<file path="config.mk">
export PLATFORM = sky130hd
export DESIGN_NAME = program_loader
export DESIGN_NICKNAME = d
export VERILOG_FILES = /design/src/rtl/loader_pkg.sv /design/src/rtl/byte_assembler.sv /design/src/rtl/program_loader.sv
export SDC_FILE = /design/constraint.sdc
export NUM_CORES = 1
export LEC_CHECK = 0
export ABC_AREA = 1
export CAP_MARGIN = 20
export CELL_PAD_IN_SITES_DETAIL_PLACEMENT = 1
export CELL_PAD_IN_SITES_GLOBAL_PLACEMENT = 1
export CORE_MARGIN = 4
export CORE_UTILIZATION = 40
export DETAILED_ROUTE_END_ITERATION = 8
export PLACE_DENSITY_LB_ADDON = 0.1
export SLEW_MARGIN = 5
export SYNTH_ARGS = -nofsm -noshare
export SYNTH_HDL_FRONTEND = slang
export SYNTH_SLANG_ARGS = --single-unit
</file>
<file path="constraint.sdc">
create_clock -name clock -period 4.7 [get_ports clock]
set_clock_uncertainty 0.05 [all_clocks]
set_input_delay 0.94 -clock clock [delete_from_list [all_inputs] [get_ports clock]]
set_output_delay 0.94 -clock clock [all_outputs]
set_load 0.02 [all_outputs]
</file>
<file path="src/rtl/loader_pkg.sv">
// rtl/loader_pkg.sv - shared state encoding and sizing for the program loader
// LOADER_CHECKSUM_EN adds the CHECK state; the encoding is present in every build.
package loader_pkg;

  localparam int BYTES_PER_WORD = 4;
  localparam int CSUM_W         = 8;

  typedef enum logic [2:0] {
    ST_HDR,
    ST_RECV,
    ST_WRITE,
    ST_CHECK,
    ST_RUN,
    ST_ERROR
  } state_e;

  function automatic int max_words(input int addr_w);
    return 1 << addr_w;
  endfunction

endpackage

</file>
<file path="src/rtl/byte_assembler.sv">
// rtl/byte_assembler.sv - MSB-first byte-to-word shift register with byte position counter
module byte_assembler
  import loader_pkg::*;
#(
  parameter int DATA_W = 32
) (
  input  logic              clock,
  input  logic              reset_n,
  input  logic              shift_en,
  input  logic              clear,
  input  logic [7:0]        din,
  output logic [DATA_W-1:0] word,
  output logic              word_full
);

  logic [1:0]        cnt_q, cnt_d;
  logic [DATA_W-1:0] word_q, word_d;

  always_comb begin
    cnt_d  = cnt_q;
    word_d = word_q;
    if (clear) begin
      cnt_d  = 2'd0;
      word_d = '0;
    end else if (shift_en) begin
      cnt_d  = cnt_q + 2'd1;
      word_d = {word_q[DATA_W-9:0], din};
    end
  end

  // Flags the byte that completes the word, so the FSM can leave RECV on that edge.
  assign word_full = shift_en & ~clear & (cnt_q == 2'(BYTES_PER_WORD - 1));
  assign word      = word_q;

  always_ff @(posedge clock or negedge reset_n) begin
    if (!reset_n) begin
      cnt_q  <= 2'd0;
      word_q <= '0;
    end else begin
      cnt_q  <= cnt_d;
      word_q <= word_d;
    end
  end

endmodule

</file>
<file path="src/rtl/program_loader.sv">
// rtl/program_loader.sv - byte-stream instruction memory loader gating the core's run enable
// Optional trailing checksum byte and CHECK state when LOADER_CHECKSUM_EN is defined.
module program_loader
  import loader_pkg::*;
#(
  parameter int ADDR_W = 6,
  parameter int DATA_W = 32
) (
  input  logic              clock,
  input  logic              reset_n,
  input  logic              rx_valid,
  input  logic [7:0]        rx_data,
  output logic              rx_ready,
  input  logic              load_req,
  output logic              imem_we,
  output logic [ADDR_W-1:0] imem_addr,
  output logic [DATA_W-1:0] imem_wdata,
  output logic              cpu_run,
  output logic              load_done,
  output logic              load_error,
  output logic              busy
);

  localparam int MAX_WORDS = max_words(ADDR_W);
  localparam int CNT_W     = ADDR_W + 1;

  state_e             state_q, state_d;
  logic [CNT_W-1:0]   n_q, n_d;
  logic [CNT_W-1:0]   idx_q, idx_d;
  logic               done_q, done_d;
  logic               accept, shift_en, asm_clear, word_full;
  logic [8:0]         hdr_n;
`ifdef LOADER_CHECKSUM_EN
  logic [CSUM_W-1:0]  sum_q, sum_d;
`endif

  assign rx_ready = (state_q == ST_HDR) || (state_q == ST_RECV) || (state_q == ST_CHECK);
  assign accept   = rx_valid & rx_ready;
  assign hdr_n    = (rx_data == 8'd0) ? 9'(MAX_WORDS) : {1'b0, rx_data};

  always_comb begin
    state_d   = state_q;
    n_d       = n_q;
    idx_d     = idx_q;
    done_d    = 1'b0;
    shift_en  = 1'b0;
    asm_clear = 1'b0;
`ifdef LOADER_CHECKSUM_EN
    sum_d     = sum_q;
`endif
    case (state_q)
      ST_HDR: begin
        if (accept) begin
          if (hdr_n > 9'(MAX_WORDS)) begin
            state_d = ST_ERROR;
          end else begin
            n_d     = hdr_n[CNT_W-1:0];
            state_d = ST_RECV;
          end
`ifdef LOADER_CHECKSUM_EN
          sum_d = rx_data;
`endif
        end
      end
      ST_RECV: begin
        shift_en = accept;
        if (word_full) state_d = ST_WRITE;
`ifdef LOADER_CHECKSUM_EN
        if (accept) sum_d = sum_q + rx_data;
`endif
      end
      ST_WRITE: begin
        idx_d = idx_q + CNT_W'(1);
        if (idx_q == n_q - CNT_W'(1)) begin
`ifdef LOADER_CHECKSUM_EN
          state_d = ST_CHECK;
`else
          state_d = ST_RUN;
          done_d  = 1'b1;
`endif
        end else begin
          state_d = ST_RECV;
        end
      end
`ifdef LOADER_CHECKSUM_EN
      ST_CHECK: begin
        if (accept) begin
          if (rx_data == sum_q) begin
            state_d = ST_RUN;
            done_d  = 1'b1;
          end else begin
            state_d = ST_ERROR;
          end
        end
      end
`endif
      // cpu_run drops on the same edge that returns to HDR, before any write can occur.
      ST_RUN, ST_ERROR: begin
        if (load_req) begin
          state_d   = ST_HDR;
          idx_d     = '0;
          asm_clear = 1'b1;
`ifdef LOADER_CHECKSUM_EN
          sum_d     = '0;
`endif
        end
      end
      default: state_d = ST_HDR;
    endcase
  end

  byte_assembler #(.DATA_W(DATA_W)) u_asm (
    .clock     (clock),
    .reset_n   (reset_n),
    .shift_en  (shift_en),
    .clear     (asm_clear),
    .din       (rx_data),
    .word      (imem_wdata),
    .word_full (word_full)
  );

  assign imem_we    = (state_q == ST_WRITE);
  assign imem_addr  = idx_q[ADDR_W-1:0];
  assign cpu_run    = (state_q == ST_RUN);
  assign load_error = (state_q == ST_ERROR);
  assign busy       = (state_q == ST_HDR) || (state_q == ST_RECV) ||
                      (state_q == ST_WRITE) || (state_q == ST_CHECK);
  assign load_done  = done_q;

  always_ff @(posedge clock or negedge reset_n) begin
    if (!reset_n) begin
      state_q <= ST_HDR;
      n_q     <= '0;
      idx_q   <= '0;
      done_q  <= 1'b0;
`ifdef LOADER_CHECKSUM_EN
      sum_q   <= '0;
`endif
    end else begin
      state_q <= state_d;
      n_q     <= n_d;
      idx_q   <= idx_d;
      done_q  <= done_d;
`ifdef LOADER_CHECKSUM_EN
      sum_q   <= sum_d;
`endif
    end
  end

endmodule

</file>
After elaboration in Yosys (flattened, before gate mapping)
Index checks and enable logic that the tools add are counted.
{ "word_totals": {"out_inout_bits": 44, "word_cells": 55, "inputBits": 12, "reg_bits": 52} }
{ "op_classes": {"bitwise_logic": 5, "n_eq_ne": 10, "reduce_logical": 12, "order_cmp": 1, "muxes": 18, "n_addsub": 3} }
{ "ops": {"columns": ["cell", "n"], "rows": [
  ["$mux 32", 2],
  ["$mux 3", 5],
  ["$pmux 7 s2", 1],
  ["$pmux 3 s4", 1],
  ["$gt 8x7->1 const B", 1],
  ["$logic_not 8->1", 1],
  ["$mux 8", 1],
  ["$add 7x1->7 const B", 1],
  ["$eq 7x7->1", 1],
  ["$mux 7", 1],
  ["$sub 7x1->7 const B", 1],
  ["$eq 3x2->1 const B", 2],
  ["$eq 3x3->1 const B", 2],
  ["$reduce_and 3->1", 2],
  ["$mux 1", 5],
  ["$logic_or 1x1->1", 4],
  ["$mux 2", 2],
  ["$ne 2x2->1 const B", 2],
  ["$reduce_bool 2->1", 2],
  ["$and 1x1->1", 3],
  ["$eq 3x1->1 const B", 1],
  ["$logic_not 3->1", 1],
  ["$add 2x1->2 const B", 1],
  ["$eq 2x2->1 const B", 1],
  ["other kinds (4)", 5]
]} }

Longest topological paths before layout
Gate-level depths: netlist (run 1).
{ "depth": {"depth_word": 9, "depth_mapped": 12, "ltp_nobuf": 12} }

Hierarchy
Synthesis (run 1) repeated with hierarchy kept, for this count alone.
{ "unflattened": {"cells_unflattened": 345, "hier_area_um2": 2667.6} }
{ "by_module_without_submodules": {"columns": ["module", "cells_each", "area_per_inst_um2", "seq_area_each_um2", "n_inst"], "rows": [
  ["byte_assembler", 151, 1388.8, 850.8, 1],
  ["program_loader", 194, 1278.7, 450.4, 1]
]} }

Least setup slack after synthesis (run 1)
OpenSTA, ideal clock, no wires.
{ "synth_timing": {"kind": "flip-flop to output port", "start": "register state_q[2]", "end": "output port load_error", "path_buffers": 0, "required_ps": 3710, "arrival_ps": 1012, "path_stages_with_launch": 3, "path_slack_ps": 2698, "path_cell_list": "dfrtp_1 > inv_2 > nor3_1"} }
{ "synth_via": {"elab_chain_cells": 1} }
{ "synth_lines": {"columns": ["element", "line", "source"], "rows": [
  ["from (decl)", "program_loader.sv:27", "state_e state_q, state_d;"],
  ["from (signal assigned)", "program_loader.sv:140", "state_q <= state_d;"],
  ["$eq 3x3->1", "program_loader.sv:125", "assign load_error = (state_q == ST_ERROR);"],
  ["to (decl)", "program_loader.sv:20", "output logic load_error,"]
]} }
No other way between the ends.

Worst setup path in the final report (run 1)
{ "layout_timing": {"start": "register state_q[0]", "end": "output port imem_we"} }
{ "layout_via": {"elab_chain_cells": 1} }
{ "layout_lines": {"columns": ["element", "line", "source"], "rows": [
  ["$eq 3x2->1", "program_loader.sv:122", "assign imem_we = (state_q == ST_WRITE);"],
  ["to (decl)", "program_loader.sv:15", "output logic imem_we,"]
]} }
No other way between the ends.

==> results of run 1 <==
[cell type report]
cell class / instances / area (um^2) / area share
clock buffers: 6 / 82.6 / 0.0257
well taps: 75 / 93.8 / 0.0292
clock inverters: 2 / 38.8 / 0.0121
flip-flops and latches: 52 / 1300 / 0.405
multi-input cells: 174 / 907 / 0.283
inverters: 60 / 225 / 0.0702
repair buffers: 57 / 561 / 0.175
[cells by family after synthesis]
logic type / Yosys count / synth area share
simple gates: 114 / 0.208
flops: 52 / 0.517
compound gates: 51 / 0.117
xor+xnor: 6 / 0.0209
buf+inv: 73 / 0.122
fa+ha+maj: 3 / 0.0149
[registers in the layout, indices dropped and copies added (netlist names)]
| name | flops |
|---|---|
| u_asm.word | 32 |
| idx_q | 7 |
| n_q | 7 |
| state_q | 3 |
| u_asm.cnt_q | 2 |
| load_done | 1 |
[metrics by stage]
stage | cell area, um^2 | utilization
finish | 3210 | 0.533
global route | 3210 | 0.533
CTS | 3210 | 0.533
detailed placement | 3090 | 0.512
global placement | 3090 | 0.512
floorplan | 2510 | -
[report_power, final]
part           switching, mW  leakage [nW]  internal, mW
combinational          0.633         0.782         0.443
sequential             0.131         0.697         0.607
clock                  0.155        0.0614         0.174
[final timing paths]
check                                 end
min                        u_asm.cnt_q[0]
min in group asynchronous        idx_q[4]
max                               imem_we
max reg2reg                u_asm.cnt_q[1]
max in group asynchronous      state_q[2]
min reg2reg                u_asm.cnt_q[0]
[worst max-delay path, delay by kind of cell, from the launching register on]
| family | cells | cell delay (ns) |
|---|---|---|
| flops | 1 | 0.41 |
| simple gates | 1 | 0.14 |
| buf+inv | 3 | 0.86 |
[cell usage in the layout (no fill, tap or decap), types with 2 or more instances in the layout]
master | synthesis | layout
o21ai_0 | 7 | 7
xor2_1 | 3 | 3
nand3_1 | 17 | 17
nor2_1 | 20 | 20
nor2_4 | 2 | 2
nor3_1 | 4 | 4
o21ai_1 | 13 | 13
ha_1 | 3 | 3
clkbuf_8 | 0 | 6
inv_1 | 56 | 56
inv_2 | 4 | 4
nand2_1 | 57 | 57
a21oi_1 | 5 | 5
dfrtp_1 | 52 | 52
xnor2_1 | 3 | 3
o22ai_1 | 23 | 23
nand2_2 | 3 | 3
buf_4 | 6 | 2
nand2_4 | 2 | 2
clkdlybuf4s50_1 | 0 | 54
nor2_2 | 3 | 3
[synthesized netlist by cell type (2+ instances only)]
cell type   n
a21oi_1     5
buf_2       2
buf_4       6
clkbuf_1    4
dfrtp_1    52
ha_1        3
inv_1      56
inv_2       4
nand2_1    57
nand2_2     3
nand2_4     2
nand3_1    17
nor2_1     20
nor2_2      3
nor2_4      2
nor3_1      4
o21ai_0     7
o21ai_1    13
o22ai_1    23
xnor2_1     3
xor2_1      3
[per-layer routing]
metal,up-vias,global-route usage
li1,1046,-
met1,1013,0.237
met2,43,0.316
met3,5,0.0435
met4,0,0.0432
met5,-,0
==> reports/qor.txt, run 1 <==
================================================================================
Outcome                                                             complete, no violations
Max Fanout on Critical Path                                                    4
Worst Setup Path Type                                                    reg2out
Most used cell, CP                                                         inv_1
Leakage                                                                  1.54 nW
Critical path's largest stage delay                                      0.61 ns
Detailed-router iteration count before antenna repair                          4
Critical Path Sink Type                                              output port
Top cells by area, synth                                            dfrtp_1 (52%), nand2_1 (8.5%), inv_1 (8.4%), o22ai_1 (5.7%), nand3_1 (3.4%)
Via count of the routed design                                              2107
Library cell with the largest summed area after synthesis                dfrtp_1
Worst min-delay path category                                            reg2reg
Worst setup slack before clock tree synthesis                            1.83 ns
Rows                                                                          28
Async set-or-reset flop fraction in the synthesized netlist                 1.00
Number of global-route vias before repair                                   2324
Final-layout worst hold slack                                           0.444 ns
Crit. Startpoint                                                      state_q[0]
Post-Route Setup TNS                                                        0 ns
Net count after synthesis                                                    314
Logic depth of the worst register-to-register path                             6
Flop2flop setup slack                                                    2.50 ns
Clock net sink count                                                          52
I/O pin cnt                                                                   56
Synth Register Bits                                                           52
Sequential fraction of the synthesis area                                  0.517
Ys flop type                                                             dfrtp_1
Clk Tree Root Cell                                                      clkbuf_8
Residual antenna-violating net count after detailed routing                    0
Antenna violations before repair                                               0
Unrepaired setup endpoints after global routing                            false
Wire length of the first global-routing pass                            11100 um
Diodes inserted                                                                0
Die W                                                                    87.3 um
Pin count of the biggest net entering global routing                          53
Met2 wire length                                                         3220 um
Number of nets in the layout                                                 365
Die area                                                            0.00762 mm^2
DPL Wire Length                                                          4820 um
Cell with the biggest individual delay on the critical path         clkdlybuf4s50_1
Total gr overflow                                                              0
Hold violation total from the final report                                     0
Fill cell total of the finished layout                                       723
Crit path setup slack, layout                                            2.00 ns
Worst-case headroom to the max-slew limit                                  0.546
Initial drt markers                                                           82
Maximum number of buffers from clock root to sink                              2
Wire length on met1                                                      2890 um
GRT Total Usage                                                            0.185
Cell depth of the worst min-delay path                                         1
Overall power of the completed layout                                    2.14 mW
Average size of a mapped cell                                          8.41 um^2
GP Congestion                                                              0.748
DRC viols                                                                      0
Cell variety after synth                                                      31
Vias per cell                                                               4.95
Clock latency at the later pin of the worst-skew pair                    0.31 ns
Placeable core region                                               0.00603 mm^2
Crit path DAT                                                            1.71 ns
Area of the mapped netlist                                          0.00251 mm^2
Synth-to-layout area growth                                                27.6%
Clock tree from TritonCTS                                                   done
Post-synthesis instance total                                                299
Fraction of synthesized cell area taken by the top area cell type          0.517
Post-route non-filler standard cell count                                    426
Total length of routed met3 wires                                         236 um
Count of yosys warnings during synthesis                                       0
Post-Place Cells                                                             418
Routed WL per cell                                                       15.0 um
Critical path required time                                              3.71 ns
Maximum VDD drop                                                          295 uV
Final max-slew violation count                                                 0
Highest Signal Layer                                                        met4
Crit path launch type                                                   register
Power per cell area                                                  668 mW/mm^2
Post-CTS repair timing setup buffer count                                      0
Share of cells above drive strength 1                                     0.0769
Launching point of the worst reg2reg path                             state_q[1]
Cells resized by post-CTS repair                                               0
Die height                                                               87.3 um
Final worst path period share                                              0.575
Worst min-delay path startpoint                                     u_asm.cnt_q[0]
Final critical-path required period                                      2.70 ns
Input/output buffers                                                          55
Cts-stage hold buffer count                                                    0
Number of buffers added by the clock tree synthesis step                       5
Initial cell density of the core                                           0.417
Total wire length after detailed routing                                 6400 um
Clk pin slew, worst setup/hold paths                                     0.09 ns
Worst Tran Pin Value                                                    0.681 ns
Number of enable-type register cells in the synthesized netlist                0
Max-cap violations                                                             0
Number of H-tree branching levels                                              2
Maximum clock rate                                                     0.370 GHz
Setup violations, final                                                        0
Crit path cell chain                                                inv_1 > nand3_2 > inv_1 > clkdlybuf4s50_1
================================================================================
(Power assumes the default switching activity.)
==> inputs of run 2 (changes only) <==
- CORE_UTILIZATION: 40 -> 33
- clock period: 4.7 -> 2.36 ns (I/O delays scaled with it)
==> reports/qor.txt, run 2 (synthesis gave the netlist of run 1 again) <==
=====================================================================================
Number of H-tree branching levels                                                   2   unchanged
DRC viols                                                                           0   unchanged
Rows                                                                               31   +11%
Clock net sink count                                                               52   unchanged
Crit path setup slack, layout                                                0.120 ns   -1.87 ns
Antenna violations before repair                                                    0   unchanged
Die height                                                                    95.3 um   +9.2%
Cells resized by post-CTS repair                                                    0   unchanged
Max-cap violations                                                                  0   unchanged
Cell with the biggest individual delay on the critical path              clkdlybuf4s50_1
GRT Total Usage                                                                 0.156   -0.0292
Input/output buffers                                                               55   unchanged
Placeable core region                                                    0.00733 mm^2   +22%
Routed WL per cell                                                            14.2 um   -5.7%
I/O pin cnt                                                                        56   unchanged
Worst Tran Pin Value                                                         0.695 ns   +0.0144 ns
Via count of the routed design                                                   2105   -0.095%
Overall power of the completed layout                                         4.11 mW   +92%
Die W                                                                         95.3 um   +9.2%
Initial drt markers                                                               109   +33%
Setup violations, final                                                             0   unchanged
Hold violation total from the final report                                          0   unchanged
Worst min-delay path category                                                in2async
Total wire length after detailed routing                                      6410 um   about the same
Detailed-router iteration count before antenna repair                               4   unchanged
Worst Setup Path Type                                                         reg2out
Residual antenna-violating net count after detailed routing                         0   unchanged
Number of nets in the layout                                                      367   +0.55%
Crit path cell chain                                                     inv_1 > nand3_2 > inv_1 > clkdlybuf4s50_1
Cell family contributing the most delay on the critical path             buffers and inverters
Diodes inserted                                                                     0   unchanged
Post-Route Setup TNS                                                             0 ns   unchanged
Wire length of the first global-routing pass                                 11000 um   -0.69%
Buf+Inv Stages, Crit Path                                                           3   unchanged
Number of buffers added by the clock tree synthesis step                            5   unchanged
Maximum VDD drop                                                               472 uV   +60%
Final core utilization                                                          0.441   -0.0914
Critical path required time                                                   1.84 ns   -1.87 ns
Total gr overflow                                                                   0   unchanged
GP Congestion                                                                   0.766   +2.4%
Worst-case headroom to the max-slew limit                                       0.537   -0.00960
Final max-slew violation count                                                      0   unchanged
Clock latency at the later pin of the worst-skew pair                         0.30 ns   about the same
Logic depth of the worst register-to-register path                                 12   +6
Post-CTS repair timing setup buffer count                                           0   unchanged
Pin count of the biggest net entering global routing                               34   -36%
Share of cells above drive strength 1                                          0.0793   +0.00240
Reg-to-reg critical path endpoint                                          state_q[0]
Footprint of the flip-flops and latches                                  0.00130 mm^2   unchanged
Most used cell, CP                                                              inv_1
DPL Wire Length                                                               4880 um   +1.2%
Synth-to-layout area growth                                                     28.6%
Outcome                                                                  complete, no violations
Fill cell total of the finished layout                                            890   +23%
Clk pin slew, worst setup/hold paths                                          0.09 ns   about the same
Clk Tree Root Cell                                                           clkbuf_8
Max Fanout on Critical Path                                                         4   unchanged
Most frequent standard cell in the layout excluding fill and tap cells        nand2_1
Maximum number of buffers from clock root to sink                                   2   unchanged
Final worst path period share                                                   0.949
Post-Place Cells                                                                  444   +6.2%
Number of global-route vias before repair                                        2223   -4.3%
Vias per cell                                                                    4.66   -5.8%
Launching point of the worst reg2reg path                                      n_q[0]
Worst setup slack before clock tree synthesis                              -0.0107 ns   -1.84 ns
Unrepaired setup endpoints after global routing                                 false
Crit path launch type                                                        register
Maximum clock rate                                                          0.447 GHz
Power per cell area                                                      1270 mW/mm^2   +90%
Cts-stage hold buffer count                                                         0   unchanged
Critical path's largest stage delay                                           0.61 ns   about the same
Leakage                                                                       1.54 nW   -0.36%
Die area                                                                 0.00908 mm^2   +19%
Flop2flop setup slack                                                         0.59 ns   -1.91 ns
Clock tree from TritonCTS                                                        done
Post-route non-filler standard cell count                                         452   +6.1%
Crit path DAT                                                                 1.72 ns   about the same
Combined area of the multi-input logic cells                                 907 um^2   unchanged
Initial cell density of the core                                                0.343   -0.0743
Largest register FFs                                                               32   unchanged
Final critical-path required period                                           2.24 ns
Most frequent cells in the layout                                        nand2_1 (57), inv_1 (56), clkdlybuf4s50_1 (54)
Critical Path Sink Type                                                   output port
=====================================================================================
## run 2: cell types whose count changed in the layout (fill, tap and decap cells not counted)
cell	change
buf_12	+1
buf_4	+1
bufinv_16	-1
clkbuf_1	+1
clkbuf_8	-1
clkinvlp_4	+1
## run 2: how the worst max path moves through the flow
stage	startpoint	end	slack (ns)	cells after the start
floorplan	n_q[0]	state_q[0]	0.81	12
global placement	rx_data[0]	n_q[2]	0.10	7
detailed placement	rx_data[0]	n_q[5]	-0.01	7
CTS	state_q[0]	imem_we	0.09	4
global route	state_q[2]	imem_we	0.02	4
finish	state_q[0]	imem_we	0.12	4
## run 2: area by class of cell
class                      count  share of cell area
timing repair buffer          59               0.182
multi-input combinational    174               0.280
clock buffer                   6              0.0224
inverter                      60              0.0696
sequential                    52               0.402
tap                           99              0.0383
clock inverter                 2             0.00503
## run 2: stage by stage
step / hold slack [ns] / instance area, um^2
global route: 0.205 / 3230
finish: 0.157 / 3230
CTS: 0.180 / 3230
floorplan: 0.126 / 2510
global placement: 0.426 / 3150
detailed placement: 0.426 / 3150
## run 2: metal layers
| metal | track usage | routed length, um | vias up |
|---|---|---|---|
| met5 | 0 | 0 | - |
| met4 | 0.0469 | 80 | 0 |
| met3 | 0.0339 | 273 | 7 |
| met2 | 0.258 | 3040 | 38 |
| met1 | 0.204 | 3010 | 1009 |
| li1 | - | - | 1051 |
## run 2: power breakdown
group / leakage (nW) / total [mW] / internal [mW] / switching, mW
registers: 0.697 / 1.46 / 1.21 / 0.254
logic: 0.797 / 2.14 / 0.894 / 1.25
clock network: 0.0414 / 0.508 / 0.212 / 0.296
==> inputs of run 3 (changes only) <==
- CORE_MARGIN: 4 -> 2
- CORE_UTILIZATION: 33 -> 37
- clock period: 2.36 -> 2.2 ns (I/O delays scaled with it)
==> reports/qor.txt, run 3 (synthesis gave the netlist of run 1 again) <==
=====================================================================================
Die W                                                                         86.4 um   -9.3%
Total gr overflow                                                                   0   unchanged
Highest Signal Layer                                                             met4
Largest register FFs                                                               32   unchanged
Total length of routed met3 wires                                              295 um   +8.1%
Die area                                                                 0.00747 mm^2   -18%
Routed WL per cell                                                            14.3 um   +1.1%
Cell family contributing the most delay on the critical path             buffers and inverters
Total wire length after detailed routing                                      6200 um   -3.2%
Worst Setup Path Type                                                         reg2out
Clock net sink count                                                               52   unchanged
Number of nets in the layout                                                      367   unchanged
Wire length of the first global-routing pass                                 10500 um   -4.1%
Crit path cell chain                                                     a21oi_1 > clkdlybuf4s50_1
Clock latency at the later pin of the worst-skew pair                         0.31 ns   about the same
Maximum VDD drop                                                               681 uV   +44%
Leakage                                                                       1.57 nW   +2.4%
Total non-filler cell area in the finished layout                        0.00321 mm^2   -0.62%
Outcome                                                                  complete, no violations
Crit path launch type                                                        register
Overall power of the completed layout                                         4.43 mW   +7.6%
GP Congestion                                                                   0.756   -1.3%
Detailed-router iteration count before antenna repair                               4   unchanged
Clk Tree Root Cell                                                           clkbuf_8
Number of H-tree branching levels                                                   2   unchanged
Diodes inserted                                                                     0   unchanged
Worst min-delay path category                                                in2async
Initial cell density of the core                                                0.376   +0.0333
Buf+Inv Stages, Crit Path                                                           1   -2
Worst-case headroom to the max-slew limit                                       0.763   +0.227
Final max-slew violation count                                                      0   unchanged
Hold violation total from the final report                                          0   unchanged
Synth-to-layout area growth                                                     27.8%
Most frequent standard cell in the layout excluding fill and tap cells        nand2_1
Max Fanout on Critical Path                                                         6   +2
Cell with the biggest individual delay on the critical path              clkdlybuf4s50_1
I/O pin cnt                                                                        56   unchanged
Critical path's largest stage delay                                           0.61 ns   about the same
Residual antenna-violating net count after detailed routing                         0   unchanged
Via count of the routed design                                                   2117   +0.57%
Clock tree from TritonCTS                                                        done
Clk pin slew, worst setup/hold paths                                          0.10 ns   about the same
Most frequent cells in the layout                                        nand2_1 (57), inv_1 (56), dfrtp_1 (52)
DPL Wire Length                                                               4510 um   -7.5%
Initial drt markers                                                                77   -29%
Maximum clock rate                                                          0.483 GHz
Setup violations, final                                                             0   unchanged
Critical Path Sink Type                                                   output port
Worst Tran Pin Value                                                         0.354 ns   -0.341 ns
Share of cells above drive strength 1                                          0.0793   unchanged
Final worst path period share                                                   0.941
Maximum number of buffers from clock root to sink                                   2   unchanged
Die height                                                                    86.4 um   -9.3%
Rows                                                                               30   -3.2%
GRT Total Usage                                                                 0.179   +0.0228
Met2 wire length                                                              2950 um   -3.0%
Power per cell area                                                      1380 mW/mm^2   +8.3%
DRC viols                                                                           0   unchanged
Number of buffers added by the clock tree synthesis step                            5   unchanged
Total stage count of the critical path                                              2   -2
Number of global-route vias before repair                                        2247   +1.1%
Input/output buffers                                                               55   unchanged
Unrepaired setup endpoints after global routing                                 false
Crit path DAT                                                                 1.58 ns   -0.14 ns
Final critical-path required period                                           2.07 ns
Critical path required time                                                   1.71 ns   -0.13 ns
Pin count of the biggest net entering global routing                               53   +56%
Post-Route Setup TNS                                                             0 ns   unchanged
Max-cap violations                                                                  0   unchanged
Wire length on met1                                                           2860 um   -5.1%
Fill cell total of the finished layout                                            804   -9.7%
Antenna violations before repair                                                    0   unchanged
Vias per cell                                                                    4.89   +5.0%
Logic depth of the worst register-to-register path                                 12   unchanged
Placed Instance Area                                                     0.00312 mm^2   -0.76%
Placeable core region                                                    0.00668 mm^2   -8.9%
=====================================================================================
[run 3: power by group]
part	total [mW]	switching, mW	internal (mW)
sequential	1.57	0.277	1.30
clock	0.559	0.332	0.227
combinational	2.29	1.34	0.957
[run 3: layout make-up]
cell class	count	area, um^2	share of cell area
tap	80	100	0.0311
clock inverter	2	16.3	0.00506
inverter	60	225	0.0701
sequential	52	1300	0.405
clock buffer	6	72.6	0.0226
timing repair buffer	59	592	0.184
multi-input combinational	174	907	0.282
[run 3: stage by stage]
stage                     setup slack (ns)  hold slack, ns  std cells   util
after detailed placement            0.0166           0.407        425  0.467
after CTS                           0.0221          0.0612        433  0.480
final                                0.129          0.0500        433  0.481
after floorplan                      0.653          0.0944        299      -
after global placement              0.0447           0.406        425  0.467
after global routing                0.0303          0.0678        433  0.481
[run 3: final timing paths]
kind | startpoint | endpoint | slack (ns)
setup / recovery | state_q[1] | rx_ready | 0.13
hold / removal | reset_n | idx_q[4] | 0.05
setup reg to reg | n_q[0] | state_q[2] | 0.38
hold reg to reg | u_asm.word[30] | u_asm.word[30] | 0.46
max in group asynchronous | reset_n | u_asm.word[0] | 1.81
min in group clock | u_asm.word[30] | u_asm.word[30] | 0.46
[run 3: routing by layer]
metal / global-route usage / vias up
met3: 0.0552 / 9
met2: 0.299 / 43
met1: 0.222 / 1017
met5: 0 / -
met4: 0.0540 / 0
li1: - / 1048
[run 3: worst reg2reg max path: cells and delay by family (launching register included)]
| family | cells | cell delay [ns] |
|---|---|---|
| and+or+nand+nor | 9 | 0.80 |
| DFF | 1 | 0.42 |
| buffers and inverters | 2 | 0.23 |
| adders and majority gates | 1 | 0.28 |
[run 3: what timing repair did]
item	CTS	global route
hold buffers	0	0
cloned	0	0
gates resized for setup	1	2
setup buffers	0	0
endpoints found under the setup margin	1	2
